**config.mk**
```make
export PLATFORM = sky130hd
export DESIGN_NAME = dvi_video_timing
export DESIGN_NICKNAME = d
export VERILOG_FILES = /design/src/rtl/dvi_video_timing.sv
export SDC_FILE = /design/constraint.sdc
export NUM_CORES = 1
export LEC_CHECK = 0
export CAP_MARGIN = 20
export CORE_MARGIN = 3
export CORE_UTILIZATION = 55
export CTS_CLUSTER_DIAMETER = 80
export DETAILED_ROUTE_END_ITERATION = 12
export DONT_BUFFER_PORTS = 1
export PLACE_DENSITY = 0.83
export SYNTH_ARGS = -nofsm -noshare
export SYNTH_HDL_FRONTEND = slang
export SYNTH_SLANG_ARGS = --single-unit
export TNS_END_PERCENT = 20
```
**constraint.sdc**
```tcl
create_clock -name clk_pix -period 2.36 [get_ports clk_pix]
set_input_delay 0.472 -clock clk_pix [delete_from_list [all_inputs] [get_ports clk_pix]]
set_output_delay 0.472 -clock clk_pix [all_outputs]
set_load 0.01 [all_outputs]
```
**src/rtl/dvi_video_timing.sv**
```systemverilog
// dvi_video_timing: CEA-style video timing generator and RGB888 stream aligner for a DVI serializer.
// Build option DVI_TESTPATTERN_EN adds pattern_en, which replaces the stream with 8 colour bars.
module dvi_video_timing #(
    parameter int H_ACTIVE  = 1280,
    parameter int H_FP      = 110,
    parameter int H_SYNC    = 40,
    parameter int H_BP      = 220,
    parameter int V_ACTIVE  = 720,
    parameter int V_FP      = 5,
    parameter int V_SYNC    = 5,
    parameter int V_BP      = 20,
    parameter bit HSYNC_POL = 1'b1,
    parameter bit VSYNC_POL = 1'b1
) (
    input  logic        clk_pix,
    input  logic        rst_pix,
`ifdef DVI_TESTPATTERN_EN
    input  logic        pattern_en,
`endif
    input  logic        s_valid,
    output logic        s_ready,
    input  logic [23:0] s_data,
    input  logic        s_sof,
    output logic        de,
    output logic [7:0]  data_ch0,
    output logic [7:0]  data_ch1,
    output logic [7:0]  data_ch2,
    output logic [1:0]  ctrl_ch0,
    output logic [1:0]  ctrl_ch1,
    output logic [1:0]  ctrl_ch2,
    output logic        frame_start,
    output logic        underflow
);

    localparam int H_TOTAL = H_ACTIVE + H_FP + H_SYNC + H_BP;
    localparam int V_TOTAL = V_ACTIVE + V_FP + V_SYNC + V_BP;
    localparam int HW = $clog2(H_TOTAL);
    localparam int VW = $clog2(V_TOTAL);

    typedef enum logic {UNLOCKED, LOCKED} state_t;

    logic [HW-1:0] h_ctr;
    logic [VW-1:0] v_ctr;
    state_t        state, state_n;
    logic          active, origin, h_wrap, v_wrap;
    logic          hs_on, vs_on, take, uf_n, pat;
    logic [23:0]   pix;

    assign h_wrap = int'(h_ctr) == H_TOTAL - 1;
    assign v_wrap = int'(v_ctr) == V_TOTAL - 1;
    assign active = int'(h_ctr) < H_ACTIVE && int'(v_ctr) < V_ACTIVE;
    assign origin = h_ctr == '0 && v_ctr == '0;
    assign hs_on  = int'(h_ctr) >= H_ACTIVE + H_FP &&
                    int'(h_ctr) <  H_ACTIVE + H_FP + H_SYNC;
    assign vs_on  = int'(v_ctr) >= V_ACTIVE + V_FP &&
                    int'(v_ctr) <  V_ACTIVE + V_FP + V_SYNC;

`ifdef DVI_TESTPATTERN_EN
    logic [2:0] bar;
    assign pat = pattern_en;

    // bar = (h*8)/H_ACTIVE via constant thresholds ceil(k*H_ACTIVE/8)
    always_comb begin
        bar = 3'd0;
        for (int k = 1; k < 8; k++) begin
            if (int'(h_ctr) >= (k * H_ACTIVE + 7) / 8) bar = bar + 3'd1;
        end
    end
`else
    assign pat = 1'b0;
`endif

    always_ff @(posedge clk_pix) begin
        if (rst_pix) begin
            h_ctr <= '0;
            v_ctr <= '0;
        end else if (h_wrap) begin
            h_ctr <= '0;
            v_ctr <= v_wrap ? '0 : v_ctr + 1'b1;
        end else begin
            h_ctr <= h_ctr + 1'b1;
        end
    end

    // Unlocked: drop non-SOF heads, hold SOF until the frame origin
    always_comb begin
        s_ready = 1'b0;
        if (!pat) begin
            if (state == UNLOCKED) s_ready = s_valid & (~s_sof | origin);
            else s_ready = active & ~(s_valid & (s_sof ^ origin));
        end
    end

    assign take = s_valid & s_ready;

    always_comb begin
        state_n = state;
        uf_n    = 1'b0;
        if (pat) begin
            state_n = UNLOCKED;
        end else begin
            unique case (state)
                UNLOCKED: if (take & s_sof) state_n = LOCKED;
                LOCKED: begin
                    if (active & ~take) begin
                        state_n = UNLOCKED;
                        uf_n    = 1'b1;
                    end
                end
            endcase
        end
    end

    always_comb begin
        pix = 24'h0;
        if (take && (state == LOCKED || s_sof)) pix = s_data;
`ifdef DVI_TESTPATTERN_EN
        if (pat && active) pix = {{8{~bar[1]}}, {8{~bar[2]}}, {8{~bar[0]}}};
`endif
    end

    always_ff @(posedge clk_pix) begin
        if (rst_pix) begin
            state       <= UNLOCKED;
            de          <= 1'b0;
            data_ch0    <= 8'h0;
            data_ch1    <= 8'h0;
            data_ch2    <= 8'h0;
            ctrl_ch0    <= {~VSYNC_POL, ~HSYNC_POL};
            frame_start <= 1'b0;
            underflow   <= 1'b0;
        end else begin
            state       <= state_n;
            de          <= active;
            data_ch0    <= pix[7:0];
            data_ch1    <= pix[15:8];
            data_ch2    <= pix[23:16];
            ctrl_ch0    <= {vs_on ? VSYNC_POL : ~VSYNC_POL,
                            hs_on ? HSYNC_POL : ~HSYNC_POL};
            frame_start <= origin;
            underflow   <= uf_n;
        end
    end

    assign ctrl_ch1 = 2'b00;
    assign ctrl_ch2 = 2'b00;

endmodule

```
==> summary.md <==
| Metric | Value |
|---|---|
| Most frequent cells in the layout | `dfxtp_1, and2_1, nor2_1, buf_4, nand2_1` |
| Synth cell types | `39` |
| Max clock buf depth | `2` |
| FP Rows | `21` |
| Peak Freq | `a little under 400 MHz` |
| DIE WIDTH | `67.1 um` |
| Worst slew margin | `61.7%` |
| Total track usage | `18.6%` |
| First-pass GRT wire length | `6180 um` |
| Iteration count of the initial detailed-routing pass | `4` |
| Adder-Cell Fraction of Synth Area | `4.88%` |
| Root Buffer | `clkbuf_8` |
| Max-cap violations | `0` |
| CP Max Fanout | `2` |
| Metal2 WL | `2200 um` |
| Routed length on met3 | `204 um` |
| Sequential-to-total area share from yosys stat | `49.8%` |
| Reg2Reg Capture Point | `state` |
| 1st-iter DRT viols | `129` |
| Worst-Margin Slew | `0.572 ns` |
| WP data required | `about 1.9 ns` |
| H-tree depth | `2` |
| CP Launch Type | `flip-flop` |
| Total Power | `0.00157 W` |
| Port-buffer cells | `0` |
| Final Wtd Congestion | `0.811` |
| Post-synth top flop | `dfxtp_1` |
| Worst r2r src | `h_ctr[8]` |
| Layout area overhead | `12.1%` |
| Overflow after GRT | `0` |
| Hold wc startpoint | `rst_pix` |
| Fin. Hold Viols | `0` |
| WHS Path Cells | `1` |
| CP Capture Type | `output port` |
| Share of layout cells above drive strength 1 | `16.2%` |
| Num Clock Sinks | `51` |
| WHS Endpoint | `v_ctr[1]` |
| Fillers | `275` |
| Initial antenna violation count | `0` |
| Tcrit/Tclk final | `107%` |
| Slew Limit Fails | `0` |
| R2r worst-path depth | `9` |
| Hpwl dp | `a little under 3000 um` |
| Core Region | `~0.0035 sq mm` |
| Cells after synthesis | `roughly 220` |
| Placed instance count | `272` |
| PD cells | `683 mW/mm^2` |
| Arrival time worst endpoint | `2.05 ns` |
| Worst Hold Class | `in2reg` |
| Final worst setup slack | `-0.158 ns` |
| Finished Layout Cells | `280` |
| Post-synthesis simple-gate area fraction | `27.8%` |
| Failing checks | `setup timing` |
| Async set-or-reset flop fraction in the synthesized netlist | `0%` |
| Main combinational cell family by area after synthesis | `simple AND/OR/NAND/NOR gates` |
| Reg2reg setup slack | `0.06 ns` |
| Final setup vio count | `1` |
| DRT met1 WL | `1650 um` |
| Avg WL per Cell | `14.7 um` |
| Crit path kind | `reg2out` |
| Leakage power | `between 0.8 and 0.9 nW` |
| TritonCTS clock tree | `done` |
| VDD IR max | `approximately 0.40 mV` |
| Synth Area in Compound Gates | `7.20%` |
| Die height | `67.1 um` |
| Final wirelength | `4110 um` |
| Via/cell ratio | `5.45` |
| Layout Skew | `0.00918 ns` |
| Unrepaired setup endpoints after global routing | `yes` |
| Vias in the first global route | `1,325` |
| Post-synthesis xor/xnor area fraction | `under 10%` |
| Largest net degree at the start of global routing | `19` |
| Initial Util | `59.1%` |
| Status | `finished with violations` |
| Via count | `1,526` |
| TritonCTS buffer count | `5` |
| Antenna diodes | `0` |
| Mapped cell area | `0.00205 sq mm` |
| I/O pin cnt | `between 60 and 70` |
| Routed Antenna Nets | `0` |
| Commonest non-fill, non-tap cell in the layout | `dfxtp_1` |
| Syn avg cell area | `slightly above 9 sq um` |
| Fin nets | `270` |
| Tmin final | `2.52 ns` |
| Yosys warning count | `0` |
| Clk slew on worst S/H paths | `0.09 ns` |
| Seq cells post-synth | `51` |
| Later-pin clock latency in the skew report | `0.30 ns` |
| Post-synth EDFFs | `0` |
| Mux contribution to synthesized area | `0%` |
| Remaining DRCs | `0` |
| Worst slack, placed | `-0.0516 ns` |
| Max layer used | `met4` |
| Die area | `0.00450 sq mm` |
==> worst max-delay path, stage by stage (launching register included) <==
cell	delay, ns
dfxtp_2	0.33
or4_4	0.55
nor4_2	0.15
nand4_1	0.14
ha_1	0.35
o21ai_2	0.06
o21ai_2	0.17
==> state kept, by name (all words and copies together), names as in the netlist <==
name and cells:
h_ctr 11, v_ctr 10, data_ch0 8, data_ch1 8, data_ch2 8, ctrl_ch0 2
de 1, frame_start 1, state 1, underflow 1
==> how the worst max path moves through the flow <==
| stage | from | endpoint | slack, ns | cells past startpoint |
|---|---|---|---|---|
| after CTS | h_ctr[8] | s_ready | -0.20 | 6 |
| after global routing | h_ctr[8] | s_ready | -0.27 | 6 |
| after floorplan | h_ctr[2] | s_ready | -0.02 | 7 |
| after global placement | h_ctr[2] | v_ctr[9] | -0.003 | 5 |
| after detailed placement | h_ctr[2] | v_ctr[9] | -0.05 | 5 |
| final | h_ctr[8] | s_ready | -0.16 | 6 |
==> power by group <==
part / leakage (nW) / internal, W / switching (W)
sequential: 0.415 / 0.000885 / 0.0000238
combinational: 0.378 / 0.0000401 / 0.0000433
clock: 0.0502 / 0.000310 / 0.000269
total: 0.843 / 0.00124 / 0.000336
==> final cells by class <==
class	count	area [sq um]	area share, %
Inverter	9	33.8	1.47
Timing Repair Buffer	15	116	5.06
Clock inverter	2	37.5	1.63
Tap cell	46	57.6	2.50
Clock buffer	5	68.8	2.99
Sequential cell	51	1020	44.5
Multi-Input combinational cell	152	962	41.8
==> stage by stage <==
| stage | area [sq um] | setup TNS, ns | hold slack (ns) | util [%] |
|---|---|---|---|---|
| global route | 2300 | -1.41 | 0.215 | 66.3 |
| floorplan | 2060 | -0.182 | 0.452 | - |
| CTS | 2290 | -0.204 | 0.222 | 66.1 |
| finish | 2300 | -0.158 | 0.227 | 66.3 |
| global placement | 2150 | -0.00338 | 0.480 | 62.1 |
| detailed placement | 2150 | -0.0544 | 0.500 | 62.1 |
==> cell usage after synthesis (all sizes together), types with 2 or more instances <==
| master | n | area (sq um) |
|---|---|---|
| a21oi | 8 | 43.8 |
| a31oi | 2 | 12.5 |
| and2 | 25 | 158 |
| buf | 7 | 43.8 |
| clkbuf | 7 | 26.3 |
| dfxtp | 51 | 1020 |
| ha | 8 | 100 |
| inv | 9 | 33.8 |
| nand2 | 13 | 48.8 |
| nand2b | 2 | 12.5 |
| nand3 | 9 | 45.0 |
| nand4 | 6 | 37.5 |
| nor2 | 20 | 75.1 |
| nor3 | 4 | 20.0 |
| nor3b | 2 | 15.0 |
| nor4 | 8 | 50.1 |
| o21ai | 10 | 50.0 |
| or3 | 6 | 41.3 |
| or4 | 3 | 26.3 |
| xnor2 | 8 | 70.1 |
| xor2 | 4 | 35.0 |
==> cells by family after synthesis <==
group,count (synthesis)
AO/OA/AOI/OAI,25
XOR/XNOR,12
adder cells (fa/ha/maj),8
buffers and inverters,23
flip-flops,51
other,1
AND/OR/NAND/NOR,103
==> what timing repair did <==
action	in CTS	in global routing
cloned	0	0
gates resized for setup	8	2
pin swaps	5	4
buffers inserted	1	0
hold buffers	0	0
hold endpoints to repair	0	0
setup endpoints to repair	4	28
==> per-layer routing <==
layer,global-route usage (%),up-vias
met3,6.24,4
li1,-,770
met1,22.0,704
met4,5.32,0
met2,31.7,48
met5,0,-
Power figures use the tool's default switching activity.
